<file path="src/rtl/hazard_unit.sv">
// Pipeline hazard controller: load-use bubbles, taken-branch flushes and data-memory wait
// freezing, with a wait-timeout fatal error and a saturating count of PC-stall cycles.
module hazard_unit #(
  parameter int unsigned TIMEOUT = 255,
  parameter int unsigned CNT_W   = 32
) (
  input  logic             clk_i,
  input  logic             rst_ni,
  input  logic [4:0]       id_sel_rs1_i,
  input  logic [4:0]       id_sel_rs2_i,
  input  logic             id_uses_rs1_i,
  input  logic             id_uses_rs2_i,
  input  logic             ex_mem_read_i,
  input  logic [4:0]       ex_sel_rd_i,
  input  logic             branch_taken_i,
  input  logic             dmem_req_i,
  input  logic             dmem_ack_i,
  output logic             stall_pc_o,
  output logic             stall_if_id_o,
  output logic             stall_id_ex_o,
  output logic             stall_ex_mem_o,
  output logic             flush_if_id_o,
  output logic             flush_id_ex_o,
  output logic             flush_mem_wb_o,
  output logic             mem_timeout_o,
  output logic [CNT_W-1:0] stall_cycles_o
);

  localparam int unsigned WAIT_W = (TIMEOUT < 2) ? 1 : $clog2(TIMEOUT + 1);
  localparam logic [WAIT_W-1:0] TIMEOUT_CNT = WAIT_W'(TIMEOUT);

  typedef enum logic [1:0] {
    RUN      = 2'd0,
    MEM_WAIT = 2'd1,
    ERROR    = 2'd2
  } state_e;

  state_e             state_q, state_d;
  logic [WAIT_W-1:0]  wait_cnt_q, wait_cnt_d;
  logic [CNT_W-1:0]   stall_cnt_q, stall_cnt_d;
  logic               timeout_q, timeout_d;

  logic memwait;
  logic rs1_hit;
  logic rs2_hit;
  logic load_use;

  assign memwait  = dmem_req_i & ~dmem_ack_i;
  assign rs1_hit  = id_uses_rs1_i & (id_sel_rs1_i == ex_sel_rd_i);
  assign rs2_hit  = id_uses_rs2_i & (id_sel_rs2_i == ex_sel_rd_i);
  // x0 is hardwired to zero, so a load targeting it can never create a dependency
  assign load_use = ex_mem_read_i & (ex_sel_rd_i != 5'd0) & (rs1_hit | rs2_hit);

  // Control outputs: priority ERROR > memwait > branch > load-use, all quiet in reset
  always_comb begin
    stall_pc_o     = 1'b0;
    stall_if_id_o  = 1'b0;
    stall_id_ex_o  = 1'b0;
    stall_ex_mem_o = 1'b0;
    flush_if_id_o  = 1'b0;
    flush_id_ex_o  = 1'b0;
    flush_mem_wb_o = 1'b0;
    if (rst_ni) begin
      if (state_q == ERROR) begin
        stall_pc_o     = 1'b1;
        stall_if_id_o  = 1'b1;
        stall_id_ex_o  = 1'b1;
        stall_ex_mem_o = 1'b1;
      end else if (memwait) begin
        stall_pc_o     = 1'b1;
        stall_if_id_o  = 1'b1;
        stall_id_ex_o  = 1'b1;
        stall_ex_mem_o = 1'b1;
        flush_mem_wb_o = 1'b1;
      end else if (branch_taken_i) begin
        flush_if_id_o  = 1'b1;
        flush_id_ex_o  = 1'b1;
      end else if (load_use) begin
        stall_pc_o     = 1'b1;
        stall_if_id_o  = 1'b1;
        flush_id_ex_o  = 1'b1;
      end
    end
  end

  assign mem_timeout_o  = rst_ni & timeout_q;
  assign stall_cycles_o = stall_cnt_q;

  // Next-state: wait timeout tracking and stall-cycle accounting
  always_comb begin
    state_d    = state_q;
    wait_cnt_d = wait_cnt_q;
    timeout_d  = timeout_q;
    case (state_q)
      RUN: begin
        wait_cnt_d = '0;
        if (memwait) state_d = MEM_WAIT;
      end
      MEM_WAIT: begin
        if (memwait) begin
          wait_cnt_d = wait_cnt_q + WAIT_W'(1);
          if (wait_cnt_d == TIMEOUT_CNT) begin
            state_d   = ERROR;
            timeout_d = 1'b1;
          end
        end else begin
          state_d    = RUN;
          wait_cnt_d = '0;
        end
      end
      ERROR: begin
        state_d = ERROR;
      end
      default: begin
        state_d    = RUN;
        wait_cnt_d = '0;
      end
    endcase

    stall_cnt_d = stall_cnt_q;
    if (stall_pc_o && (stall_cnt_q != {CNT_W{1'b1}})) begin
      stall_cnt_d = stall_cnt_q + CNT_W'(1);
    end
  end

  always_ff @(posedge clk_i) begin
    if (!rst_ni) begin
      state_q     <= RUN;
      wait_cnt_q  <= '0;
      stall_cnt_q <= '0;
      timeout_q   <= 1'b0;
    end else begin
      state_q     <= state_d;
      wait_cnt_q  <= wait_cnt_d;
      stall_cnt_q <= stall_cnt_d;
      timeout_q   <= timeout_d;
    end
  end

endmodule
</file>
<file path="config.mk">
export PLATFORM = sky130hd
export DESIGN_NAME = hazard_unit
export DESIGN_NICKNAME = d
export VERILOG_FILES = /design/src/rtl/hazard_unit.sv
export SDC_FILE = /design/constraint.sdc
export NUM_CORES = 1
export LEC_CHECK = 0
export ABC_AREA = 1
export CAP_MARGIN = 0
export CORE_ASPECT_RATIO = 2
export CORE_MARGIN = 2
export CORE_UTILIZATION = 45
export CTS_BUF_LIST = sky130_fd_sc_hd__clkbuf_2
export CTS_CLUSTER_SIZE = 14
export DETAILED_ROUTE_END_ITERATION = 8
export HOLD_SLACK_MARGIN = 0.08
export PLACE_DENSITY = 0.72
export SLEW_MARGIN = 30
export SYNTH_ARGS = -nofsm -noshare
export SYNTH_HDL_FRONTEND = slang
export SYNTH_SLANG_ARGS = --single-unit
</file>
<file path="constraint.sdc">
create_clock -name clk_i -period 2 [get_ports clk_i]
set_input_delay 0.4 -clock clk_i [delete_from_list [all_inputs] [get_ports clk_i]]
set_output_delay 0.4 -clock clk_i [all_outputs]
set_load 0.03 [all_outputs]
</file>
; Yosys cells after proc, flatten, opt, wreduce, memory -nomap -nowiden
; Cells that the tools add are included.
[op_classes]
n_addsub = 2
eq_ne = 8
muxes = 24
bitwise_logic = 8
reduce_logical = 5
[op_table]
columns = cell, count
row1 = $add 32x1->32 const B, 1
row2 = $ne 32x32->1 const B, 1
row3 = $mux 1, 18
row4 = $pmux 8 s2, 1
row5 = $eq 5x5->1, 2
row6 = $add 8x1->8 const B, 1
row7 = $eq 8x8->1 const B, 1
row8 = $mux 8, 1
row9 = $and 1x1->1, 6
row10 = $mux 2, 3
row11 = $pmux 2 s3, 1
row12 = $reduce_bool 5->1, 1
row13 = $ne 3x3->1 const B, 1
row14 = $reduce_and 3->1, 1
row15 = $eq 2x1->1 const B, 1
row16 = $eq 2x2->1 const B, 1
row17 = $logic_not 2->1, 1
row18 = $ne 2x2->1 const B, 1
row19 = $reduce_and 2->1, 1
row20 = $logic_and 1x1->1, 1
row21 = $not 1->1, 1
row22 = $or 1x1->1, 1
[word_totals]
register_bits = 43
out_inout_bits = 40
word_cells = 51

; Depth between registers and ports, before layout
; Gate-level depths: netlist of the first run.
[depth]
ltp_word = 10
depth_mapped = 12
mapped_depth_nobuf = 11

; Worst setup path before layout of the first run
; Ideal clock, no wire load.
[synth_path]
kind = reg-to-reg
startpoint = register stall_cnt_q[0], in the netlist stall_cycles_o[0]
endpoint = register stall_cnt_q[10], in the netlist stall_cycles_o[10]
arrival_ns = 1.958
required_time_ns = 1.868
slack_ns = -0.090
path_stages_with_launch = 11
path_buffers = 1
path_cell_list = dfxtp_1 > ha_1 > nand2_1 > nor2_2 > nand2_2 > nor2_4 > and3_1 > nand3b_2 > clkbuf_1 > nand3_1 > a21oi_1
[synth_via]
elab_chain_len = 2
elab_cells_between_ends = 3
[synth_rtl]
columns = item, line
row1 = from (decl), 40  ; logic [CNT_W-1:0] stall_cnt_q, stall_cnt_d;
row2 = from (signal assigned), 135  ; stall_cnt_q <= stall_cnt_d;
row3 = branches (longest 2 deep; another with $add 32x1->32), --
; Parallel ways; which one is timed is not known.
; A chain may end at the register's enable or synchronous reset.

; Final worst setup path of the first run
[layout_path]
startpoint = register stall_cnt_q[22], in the netlist stall_cycles_o[22]
endpoint = register stall_cnt_q[24], in the netlist stall_cycles_o[24]
; The elaborated chain is that of the path after synthesis.

==> results of run 1 <==
## state kept, by name (all words and copies together), names as in the netlist
| name | cells |
|---|---|
| stall_cycles_o | 32 |
| timeout_q | 1 |
| state_q | 2 |
| wait_cnt_q | 8 |
## cell type report
cell class	instances	area [µm²]	area share [%]
timing repair buffer	94	888	22.4
clock buffer	5	25.0	0.631
clock inverter	3	26.3	0.663
inverter	49	186	4.70
multi-input combinational	378	1860	47.0
tap	86	108	2.71
sequential	43	867	21.9
## cell usage after synthesis, drive strengths merged
cell type  number  area, µm²
a21oi          35        175
and2            1       6.26
and3            1       6.26
buf            10       72.6
clkbuf          5       18.8
clkinv          1       3.75
dfxtp          43        861
ha              3       37.5
inv            48        180
nand2         165        632
nand3          52        260
nand3b         12       93.8
nand4           6       37.5
nor2           60        235
nor3           11       55.1
nor4            1       6.26
o21ai           5       25.0
o21bai          1       7.51
o22ai           2       12.5
xnor2           4       35.0
xor2           17        149
## cell families after synthesis
group,after synthesis,synth area share [%]
AO/OA/AOI/OAI,43,7.57
AND/OR/NAND/NOR,309,45.8
XOR/XNOR,21,6.32
buffers and inverters,64,9.46
flip-flops,43,29.6
adder cells (fa/ha/maj),3,1.29
## metrics by stage
stage	setup WS, ns	instances	setup TNS [ns]
2_1_floorplan	0.0622	483	0
3_3_place_gp	-0.233	641	-7.37
3_5_place_dp	-0.294	641	-9.38
4_1_cts	0.00980	650	0
5_1_grt	-0.0112	658	-0.0112
6_report	0.0717	658	0
## per-layer routing
metal,up-vias,track usage (%)
met4,0,15.8
met2,110,54.1
met5,-,0
met1,1534,25.0
li1,1721,-
met3,34,4.62
## power breakdown
group | leakage (nW) | internal, mW | switching (mW)
combinational | 1.48 | 0.0800 | 0.110
clock | 0.0339 | 0.0989 | 0.342
sequential | 0.348 | 0.862 | 0.00254
total | 1.86 | 1.04 | 0.454
## repair_timing
item,in CTS,in global routing
gates resized for setup,57,27
gates cloned,0,5
endpoints found under the setup margin,38,40
pin swaps,6,14
setup buffers,1,3
## path summary, 6_finish.rpt
check,startpoint,endpoint,depth (start not counted)
worst max-delay path,stall_cycles_o[22],stall_cycles_o[24],7
worst min-delay path,timeout_q,timeout_q,2
worst max register to register,stall_cycles_o[22],stall_cycles_o[24],7
worst min register to register,timeout_q,timeout_q,2
## critical path, delay by kind of cell, from the launching register on
family / cells / cell delay (ns)
AND/OR/NAND/NOR: 4 / 0.93
buffers and inverters: 2 / 0.32
flip-flops: 1 / 0.50
AO/OA/AOI/OAI: 1 / 0.07
==> parameters.txt, run 1 <==
Parameter                              Value

Outcome
  Outcome    finished, final reports clean

Critical path
  CP Max Fanout    8
  Slowest-stage cell, CP    sky130_fd_sc_hd__nor4_1
  Crit-path cells    nand2_1, nor4_1, nand3b_4, buf_12, buf_12, nand3_1, a21oi_1
  Data required time of the critical path    2.35 ns
  Delay of the slowest cell on the worst path    0.51 ns
  Kind of critical path    flip-flop to flip-flop
  Arrival time at the worst endpoint    2.28 ns
  Critical Path Sink Type    flip-flop
  Nature of the critical path startpoint    flip-flop
  Critical path's most frequent cell    sky130_fd_sc_hd__buf_12
  FF-to-FF setup slack    0.07 ns

Clocking
  Number of levels in the clock H-tree    2
  Clock buffer depth    2
  Number of clock buffers inserted by TritonCTS    5
  Clock Latency Late Sink    0.46 ns
  Post-CTS Hold Buffers    0
  Clock Tree Root    sky130_fd_sc_hd__clkbuf_2
  Clock net sink count    43
  CTS tree    yes
  Clock-pin slew on the worst setup and hold paths    0.26 ns

Logic synthesis
  Yosys warns    0
  Instance count of the mapped netlist    483
  Number of different library cells in the post-synthesis netlist    29
  Count of state elements after synthesis    43
  Avg Cell Area, Syn    6.03 µm²
  Portion of the post-synthesis area used by sequential elements    29.6%
  Net count of the mapped netlist    509
  Syn Std Cell Area    2910 µm²

STA
  Max Clk Rate    519 MHz
  Fin crit period    1.93 ns
  Number of endpoints failing setup at the final stage    0
  Number of slew-limit violations in the final report    0
  Period utilisation layout    96.4%
  Tightest Pin Transition    0.541 ns
  Relative max-transition margin    63.6%
  Clk_skew    0.0284 ns
  Fin Hold WS    0.481 ns
  Number of failing hold endpoints at the final stage    0

GRT
  Wire length of the first global-routing pass    15200 µm
  Overall global routing resource usage    28.2%
  Number of antenna violations at the first check in global routing    0
  Via count of the first global-routing pass    3240
  Total grt overflow    0
  Largest net degree at the start of global routing    34

Route
  DR pass1 iterations    5
  Average detailed-routed wire length per instance    15.4 µm
  DRC marker count from the first detailed-route iteration    177
  Routed WL    10100 µm
  ANT nets after route    0
  Post-DR vias/cell    5.17
  Via count of the routed design    3399
  Remaining DRCs    0
  Routed length on met1    3340 µm
  Top metal layer carrying routed signals    met4
  Detailed route wirelength on metal2    5780 µm
  Met3 wire len    393 µm

Power
  Leakage power summed over all cells    1.86 nW
  Total power density per cell area    377 nW/µm²
  PnR Total Power    1.49 mW
  Worst-case vdd ir drop    352 µV

Placement
  Final GP Congestion    0.959
  Estimated wirelength of the detail-placed design    7430 µm
  Count of buffers inserted at the top-level ports    62
  Total placed instance area    3720 µm²

Floorplan
  Floorplan die area    7170 µm²
  DIE HEIGHT    118 µm
  Horiz. Die Dim    60.9 µm
  Initial core utilization    46.5%
  Core area    6260 µm²
  I/O pins    63
  FP Rows    41

Finish
  Leading cell type in the layout, fill and taps excluded    sky130_fd_sc_hd__nand2_1
  Post-layout nets    597
  Fraction of layout cells with a size suffix above 1    13.1%
  Final-layout fill cell count    645
  Final cell utilization of the core    63.4%
  Antenna Diode Count    0
  Synthesis-to-finish area growth    36.2%
  Highest-count cells in the layout ignoring fill and taps    sky130_fd_sc_hd__nand2_1 (159), sky130_fd_sc_hd__nor2_1 (54), sky130_fd_sc_hd__nand3_1 (51)
  Design area    3970 µm²

Min path
  Tightest Hold Check Type    flip-flop to flip-flop

Run
  Max-capacitance violation count    0
Note: power is estimated with default switching activity, not from simulation.
==> run 2, diff against run 1 <==
Settings changed: CAP_MARGIN 0 to 40.
==> results of run 2 <==
Same layout as run 1: the final DEF is identical, and so are final timing and power.
